[config.mk]
export PLATFORM = sky130hd
export DESIGN_NAME = fetch_sequencer
export DESIGN_NICKNAME = d
export VERILOG_FILES = /design/src/rtl/fetch_sequencer.sv
export SDC_FILE = /design/constraint.sdc
export NUM_CORES = 1
export LEC_CHECK = 0
export ABC_AREA = 1
export CORE_AREA = 2 2 121 76
export DETAILED_ROUTE_END_ITERATION = 8
export DIE_AREA = 0 0 123 78
export PLACE_DENSITY = 0.79
export SYNTH_ARGS = -nofsm -noshare
export SYNTH_HDL_FRONTEND = slang
export SYNTH_SLANG_ARGS = --single-unit
[constraint.sdc]
create_clock -name clk -period 1.85 [get_ports clk]
set_clock_uncertainty 0.1 [all_clocks]
set_input_delay 0.555 -clock clk [delete_from_list [all_inputs] [get_ports clk]]
set_output_delay 0.555 -clock clk [all_outputs]
set_load 0.05 [all_outputs]
[src/rtl/fetch_sequencer.sv]
`default_nettype none
// ---------------------------------------------------------------------------
// fetch_sequencer : owns the PC, fetches from imem, hands instructions to decode
// Revision: 1.0
// ---------------------------------------------------------------------------
module fetch_sequencer #(
  parameter logic [15:0] RESET_PC  = 16'h0000,
  parameter logic [15:0] NOP_INSTR = 16'h0800
) (
  input  logic        clk,
  input  logic        rst,
  output logic        imem_req,
  output logic [15:0] imem_addr,
  input  logic        imem_ack,
  input  logic [15:0] imem_rdata,
  output logic        if_valid,
  input  logic        if_ready,
  output logic [15:0] if_instr,
  output logic [15:0] if_pc,
  output logic [15:0] if_pc_plus2,
  input  logic        redirect_valid,
  input  logic [15:0] redirect_pc,
  input  logic        halt,
  output logic        halted,
  output logic        align_err
);

  typedef enum logic [2:0] {
    S_IDLE   = 3'd0,
    S_FETCH  = 3'd1,
    S_VALID  = 3'd2,
    S_DRAIN  = 3'd3,
    S_HALTED = 3'd4
  } state_t;

  state_t      state_q, state_d;
  logic [15:0] pc_q, pc_d;
  logic [15:0] drain_addr_q, drain_addr_d;
  logic [15:0] instr_q, instr_d;
  logic [15:0] ifpc_q, ifpc_d;
  logic        valid_q, valid_d;
  logic        err_q, err_d;
  logic        halt_pend_q, halt_pend_d;

  logic [15:0] redir_tgt;
  logic        halt_now;

  assign redir_tgt = redirect_pc & 16'hFFFE;
  assign halt_now  = halt | halt_pend_q;

  always_ff @(posedge clk or negedge rst) begin
    if (!rst) begin
      state_q      <= S_IDLE;
      pc_q         <= RESET_PC;
      drain_addr_q <= RESET_PC;
      instr_q      <= NOP_INSTR;
      ifpc_q       <= RESET_PC;
      valid_q      <= 1'b0;
      err_q        <= 1'b0;
      halt_pend_q  <= 1'b0;
    end else begin
      state_q      <= state_d;
      pc_q         <= pc_d;
      drain_addr_q <= drain_addr_d;
      instr_q      <= instr_d;
      ifpc_q       <= ifpc_d;
      valid_q      <= valid_d;
      err_q        <= err_d;
      halt_pend_q  <= halt_pend_d;
    end
  end

  always_comb begin
    state_d      = state_q;
    pc_d         = pc_q;
    drain_addr_d = drain_addr_q;
    instr_d      = instr_q;
    ifpc_d       = ifpc_q;
    valid_d      = valid_q;
    halt_pend_d  = 1'b0;
    err_d        = err_q | (redirect_valid & redirect_pc[0] & (state_q != S_HALTED));

    case (state_q)
      S_IDLE: begin
        if (redirect_valid) pc_d = redir_tgt;
        state_d = halt ? S_HALTED : S_FETCH;
      end
      S_FETCH: begin
        if (imem_ack) begin
          if (redirect_valid) pc_d = redir_tgt;
          if (halt_now) begin
            state_d = S_HALTED;
          end else if (redirect_valid) begin
            state_d = S_FETCH;
          end else begin
            instr_d = imem_rdata;
            ifpc_d  = pc_q;
            valid_d = 1'b1;
            pc_d    = pc_q + 16'd2;
            state_d = S_VALID;
          end
        end else begin
          halt_pend_d = halt_now;
          // The old address must stay on the bus until its ack arrives.
          if (redirect_valid) begin
            pc_d         = redir_tgt;
            drain_addr_d = pc_q;
            state_d      = S_DRAIN;
          end
        end
      end
      S_DRAIN: begin
        if (redirect_valid) pc_d = redir_tgt;
        if (imem_ack) begin
          state_d = halt_now ? S_HALTED : S_FETCH;
        end else begin
          halt_pend_d = halt_now;
        end
      end
      S_VALID: begin
        if (redirect_valid) begin
          pc_d    = redir_tgt;
          valid_d = 1'b0;
          state_d = halt ? S_HALTED : S_FETCH;
        end else if (halt) begin
          valid_d = 1'b0;
          state_d = S_HALTED;
        end else if (if_ready) begin
          valid_d = 1'b0;
          state_d = S_FETCH;
        end
      end
      S_HALTED: begin
        state_d = S_HALTED;
      end
      default: begin
        state_d = S_IDLE;
      end
    endcase
  end

  assign imem_req    = (state_q == S_FETCH) || (state_q == S_DRAIN);
  assign imem_addr   = (state_q == S_DRAIN) ? drain_addr_q : pc_q;
  assign if_valid    = valid_q;
  assign if_instr    = valid_q ? instr_q : NOP_INSTR;
  assign if_pc       = ifpc_q;
  assign if_pc_plus2 = ifpc_q + 16'd2;
  assign halted      = (state_q == S_HALTED);
  assign align_err   = err_q;

endmodule
`default_nettype wire

; ---- Yosys cells after proc, flatten, opt, wreduce, memory -nomap -nowiden
; Index checks and enable logic that the tools add are counted.
[op_classes]
n_addsub = 2
n_eq_ne = 11
muxes = 27
bitwise_logic = 7
reduce_logical = 10
[ops]
columns = operator, count
row1 = two-way mux 16 bit, 6
row2 = "adder 16 x 2 -> 16 bit, second input constant", 2
row3 = case mux 16 bit (2 select lines), 1
row4 = two-way mux 3 bit, 9
row5 = case mux 3 bit (5 select lines), 1
row6 = two-way mux 1 bit, 8
row7 = "inequality test 2 bit, second input constant", 4
row8 = "== test 3 x 2 -> 1 bit, second input constant", 2
row9 = "inequality test 3 bit, second input constant", 2
row10 = AND reduction 3 bit, 2
row11 = AND reduction 5 bit, 1
row12 = "inequality test 4 bit, second input constant", 1
row13 = AND reduction 4 bit, 1
row14 = nonzero test 2 bit, 2
row15 = "== test 3 x 1 -> 1 bit, second input constant", 1
row16 = "== test 3 bit, second input constant", 1
row17 = zero test 3 bit, 1
row18 = inverter 1 bit, 3
row19 = OR reduction 3 bit, 1
row20 = bitwise AND 1 bit, 2
row21 = two-way mux 2 bit, 1
row22 = OR 1 bit, 2
row23 = case mux 1 bit (2 select lines), 1
row24 = OR reduction 2 bit, 1
row25 = logical OR 1 bit, 1
[word_totals]
ff_bits = 70
inputBits = 38
out_inout_bits = 68
elab_cells = 65

; ---- Depth between registers and ports, before layout
[depth]
ltp_word = 5
mapped_depth = 10

; ---- Least setup slack after synthesis
; OpenSTA, ideal clock, no wires.
[synth_path]
path_type = reg2out
start = register ifpc_q[2], in the netlist if_pc[2]
end = output port if_pc_plus2[15]
t_arrival_ps = 2257
setup_slack_ps = -1062
stages_incl_launch_ff = 6
path_buffers = 0
cell_sequence = dfrtp_1 ha_1 nand3_1 nor3_1 nand3_1 xnor2_1
[synth_between]
elab_chain_len = 1
[synth_rtl]
columns = item, line
row1 = start: declaration, 40  ; logic [15:0] ifpc_q, ifpc_d;
row2 = start signal: assignment, 66  ; ifpc_q <= ifpc_d;
row3 = adder 16 x 2 -> 16 bit, 147  ; assign if_pc_plus2 = ifpc_q + 16'd2;
row4 = end: declaration, 20  ; output logic [15:0] if_pc_plus2,
; Every way passes these cells.

; ---- Worst setup path after layout
[layout_path]
start = register state_q[2]
end = output port imem_addr[6]
[layout_between]
elab_chain_len = 2
[layout_rtl]
columns = item, line
row1 = start: declaration, 36  ; state_t state_q, state_d;
row2 = start signal: assignment, 62  ; state_q <= state_d;
row3 = == test 3 x 2 -> 1 bit, 143  ; assign imem_addr = (state_q == S_DRAIN) ? drain_addr_q : pc_q;
row4 = two-way mux 16 bit, 143
row5 = end: declaration, 13  ; output logic [15:0] imem_addr,
; Every way passes these cells.

==> results.md <==
- #FFs+latches synth: 70
- Boundary pin count: between 100 and 150
- Most frequent standard cell in the layout excluding fill and tap cells: sky130_fd_sc_hd__nand2_1
- Global Route Usage Sum: between 30% and 40%
- Post-synthesis cell count: about 560
- Worst-path clk slew: roughly 0.06 ns
- Root buffer cell: sky130_fd_sc_hd__clkbuf_16
- Total number of vias: 5863
- Outcome: complete, but fails checks
- Initial antenna violation count: 3
- Worst setup path class: flip-flop to primary output
- Fraction of power consumed by combinational cells: between 60% and 70%
- Number of sinks on the clock net: 70
- Layout cells sized above 1: 44.6%
- Net count after synthesis: approximately 600
- Type of the worst min-delay path: input port to asynchronous set/reset pin
- Vias per inst: between 6 and 7
- Min setup slack post-route: -0.796 ns
- Final standard cell count with taps included and fillers excluded: 867
- Wirelength per Cell: approximately 29 um
- Final HPWL from detailed placement: slightly below 10000 um
- DR iter-0 viols: roughly 1300
- Highest fanout seen on the critical path: 8
- Final worst path period share: 143%
- Standard-cell row count: 26
- Mean instance size in the synthesized netlist: approximately 7.3 um2
- DIE HEIGHT: 78 um
- Proportion of netlist area held by the largest area contributor: between 40% and 50%
- Violations in the final reports: design-rule violations, negative setup slack
- TritonCTS clock tree: yes
- Routed Wire Length: 25000 um
- Number of buffers created by CTS: 9
- Wire length of the first global-routing pass: between 20000 and 30000 um
- Worst skew pair latency: between 0.3 and 0.4 ns
- Data required time of the critical path: 1.19 ns
- Highest clock frequency the design can meet: ~380 MHz
- Input/output buffers: 105
- # nets final: about 790
- Synth area leader: sky130_fd_sc_hd__dfrtp_1
- Final-report setup violation count: about 70
- Post-synthesis instance area: approximately 4000 um2
- Die Outline Area: about 9600 um2
- Antenna-violating nets left: 0
- Pwr dens: about 1900 nW/um2
- Maximum vdd ir drop: roughly 0.0014 V
- Width of the die: 123 um
- Starting utilization of the core area: around half
- Largest buffer count on any clock path: 2
- Kind of end point of the critical path: primary output
- Area of the placeable core: about 8400 um2
- Residual overflow from global routing: 0
- Cell leakage power: about 3.9 nW
- Cell-internal power: between 7 and 8 mW
- Global placer's final weighted congestion: between 0.9 and 1
- Setup TNS after final layout: -24.45 ns
- Pin count of the biggest net entering global routing: 71
- Post-route DRC: 156
- Final Hold Vio Count: 0
- Number of maximum-capacitance violations: 0
- DRT Pass-1 Iters: 9
- Unique masters post-synth: 36
- H-tree lvl count: 3
- Portion of total power attributed to sequential cells: approximately a fifth
- Arrival @ worst endpoint: a little under 2 ns
- Relative area change from synthesis to final layout: 98.2%
- Final Critical Period: 2.65 ns
- Switch Pwr: 7.96 mW
- Fraction of power consumed by the clock network: between 10% and 20%
- Count of yosys warnings during synthesis: 0
- Transition at the pin with the smallest max-transition slack: 0.442 ns
- Instance count after placement with tap cells included: between 800 and 900
- Commonest cells after routing, fill and taps aside: sky130_fd_sc_hd__nand2_1, sky130_fd_sc_hd__buf_12, sky130_fd_sc_hd__dfrtp_1
- Sequential cell area fraction in the yosys report: 43.3%
- Worst slew margin: between 70% and 80%
- Setup repair after global routing missed its margin: yes
- Slew Limit Fails: 0
- Number of global-route vias before repair: between 5000 and 6000
- Switching power share of the total: around half
- Kind of launch point of the worst setup path: flip-flop
- Top cells by area, synth: sky130_fd_sc_hd__dfrtp_1, sky130_fd_sc_hd__nand2_1, sky130_fd_sc_hd__inv_1
sequential cells by signal, indices dropped and copies added (netlist names):
register,cells
drain_addr_q,16
state_q,3
if_pc,16
align_err,1
instr_q,16
pc_q,16
halt_pend_q,1
if_valid,1
cell usage after synthesis, drive strengths merged:
cell,instances
a21oi,4
inv,64
or2,2
dfstp,1
clkbuf,5
dfrtp,69
o21bai,1
o21ai,65
nor2,46
nor3,7
nand4,6
nand2,213
xor2,7
o211ai,2
nand3,36
ha,2
buf,18
a31oi,2
xnor2,5
nand3b,1
o22ai,1
layout make-up:
type	count	area, um2
clock inverters	5	27.5
diodes	1	2.50
clock buffers	11	233
flip-flops and latches	70	1770
fillers	177	367
repair buffers	204	2850
multi-input cells	400	2700
inverters	64	297
well taps	112	140
metal layers:
| metal | global-route usage (%) | vias to the layer above | part of all wire (%) |
|---|---|---|---|
| met5 | 0 | - | 0.31 |
| met4 | 19.4 | 4 | 10 |
| met3 | 12.9 | 329 | 15 |
| met2 | 65.0 | 742 | 44 |
| met1 | 43.4 | 2660 | 31 |
| li1 | - | 2128 | - |
power groups by stage:
| stage | Combinational, mW | Clock [mW] | Sequential [mW] |
|---|---|---|---|
| after floorplan | 4.19 | 0 | 3.32 |
| after global placement | 8.37 | 0 | 2.82 |
| after detailed placement | 8.58 | 0 | 2.87 |
| after CTS | 9.26 | 1.55 | 2.92 |
| after global routing | 11.0 | 1.69 | 3.21 |
| final | 10.7 | 1.67 | 3.22 |
timing repair:
action / in CTS / in global routing
hold buffers: 0 / 0
pin swaps: 17 / 23
gates resized for setup: 72 / 66
setup endpoints to repair: 51 / 98
cloned: 5 / 4
buffers inserted: 10 / 17
critical path, cell delays in order, from the launching register on:
cell and delay, ns:
sky130_fd_sc_hd__dfrtp_1 0.47, sky130_fd_sc_hd__clkinv_4 0.13, sky130_fd_sc_hd__nand2_8 0.09, sky130_fd_sc_hd__nor2_4 0.04
sky130_fd_sc_hd__buf_12 0.15, sky130_fd_sc_hd__buf_16 0.16, sky130_fd_sc_hd__buf_6 0.15, sky130_fd_sc_hd__o21ai_4 0.24
sky130_fd_sc_hd__buf_12 0.18
worst paths after layout:
check                      startpoint            to  slack [ns]  cells after the start
min in group clk             pc_q[15]      pc_q[15]        0.42                      2
min reg2reg                  pc_q[15]      pc_q[15]        0.42                      2
max reg2reg                state_q[2]       pc_q[9]       -0.39                     11
min                               rst       pc_q[9]        0.11                      2
max in group asynchronous         rst   instr_q[11]        1.18                      2
max                        state_q[2]  imem_addr[6]       -0.80                      8
logic make-up (layout without fill, tap and decap cells):
| kind of cell | count (synthesis) | count (layout) | synth area share [%] |
|---|---|---|---|
| and+or+nand+nor | 311 | 311 | 33.2 |
| adders and majority gates | 2 | 2 | 0.618 |
| xor gates and xnor gates | 12 | 12 | 2.59 |
| DFF | 70 | 70 | 43.3 |
| other | 0 | 1 | 0 |
| AOI/OAI and AO/OA | 75 | 75 | 10.6 |
| buffers and inverters | 87 | 284 | 9.76 |
metrics by stage:
step	worst slack (ns)	area [um2]	power, mW	utilization, %	hold slack [ns]
3_3_place_gp	-0.264	6820	11.2	81.2	0.363
5_1_grt	-0.816	8030	15.9	95.6	0.156
6_report	-0.796	8030	15.6	95.6	0.107
2_1_floorplan	-0.429	4600	7.51	-	0.159
4_1_cts	-0.526	7540	13.7	89.9	0.157
3_5_place_dp	-0.359	6820	11.5	81.2	0.367
Note: power is estimated with default switching activity, not from simulation.
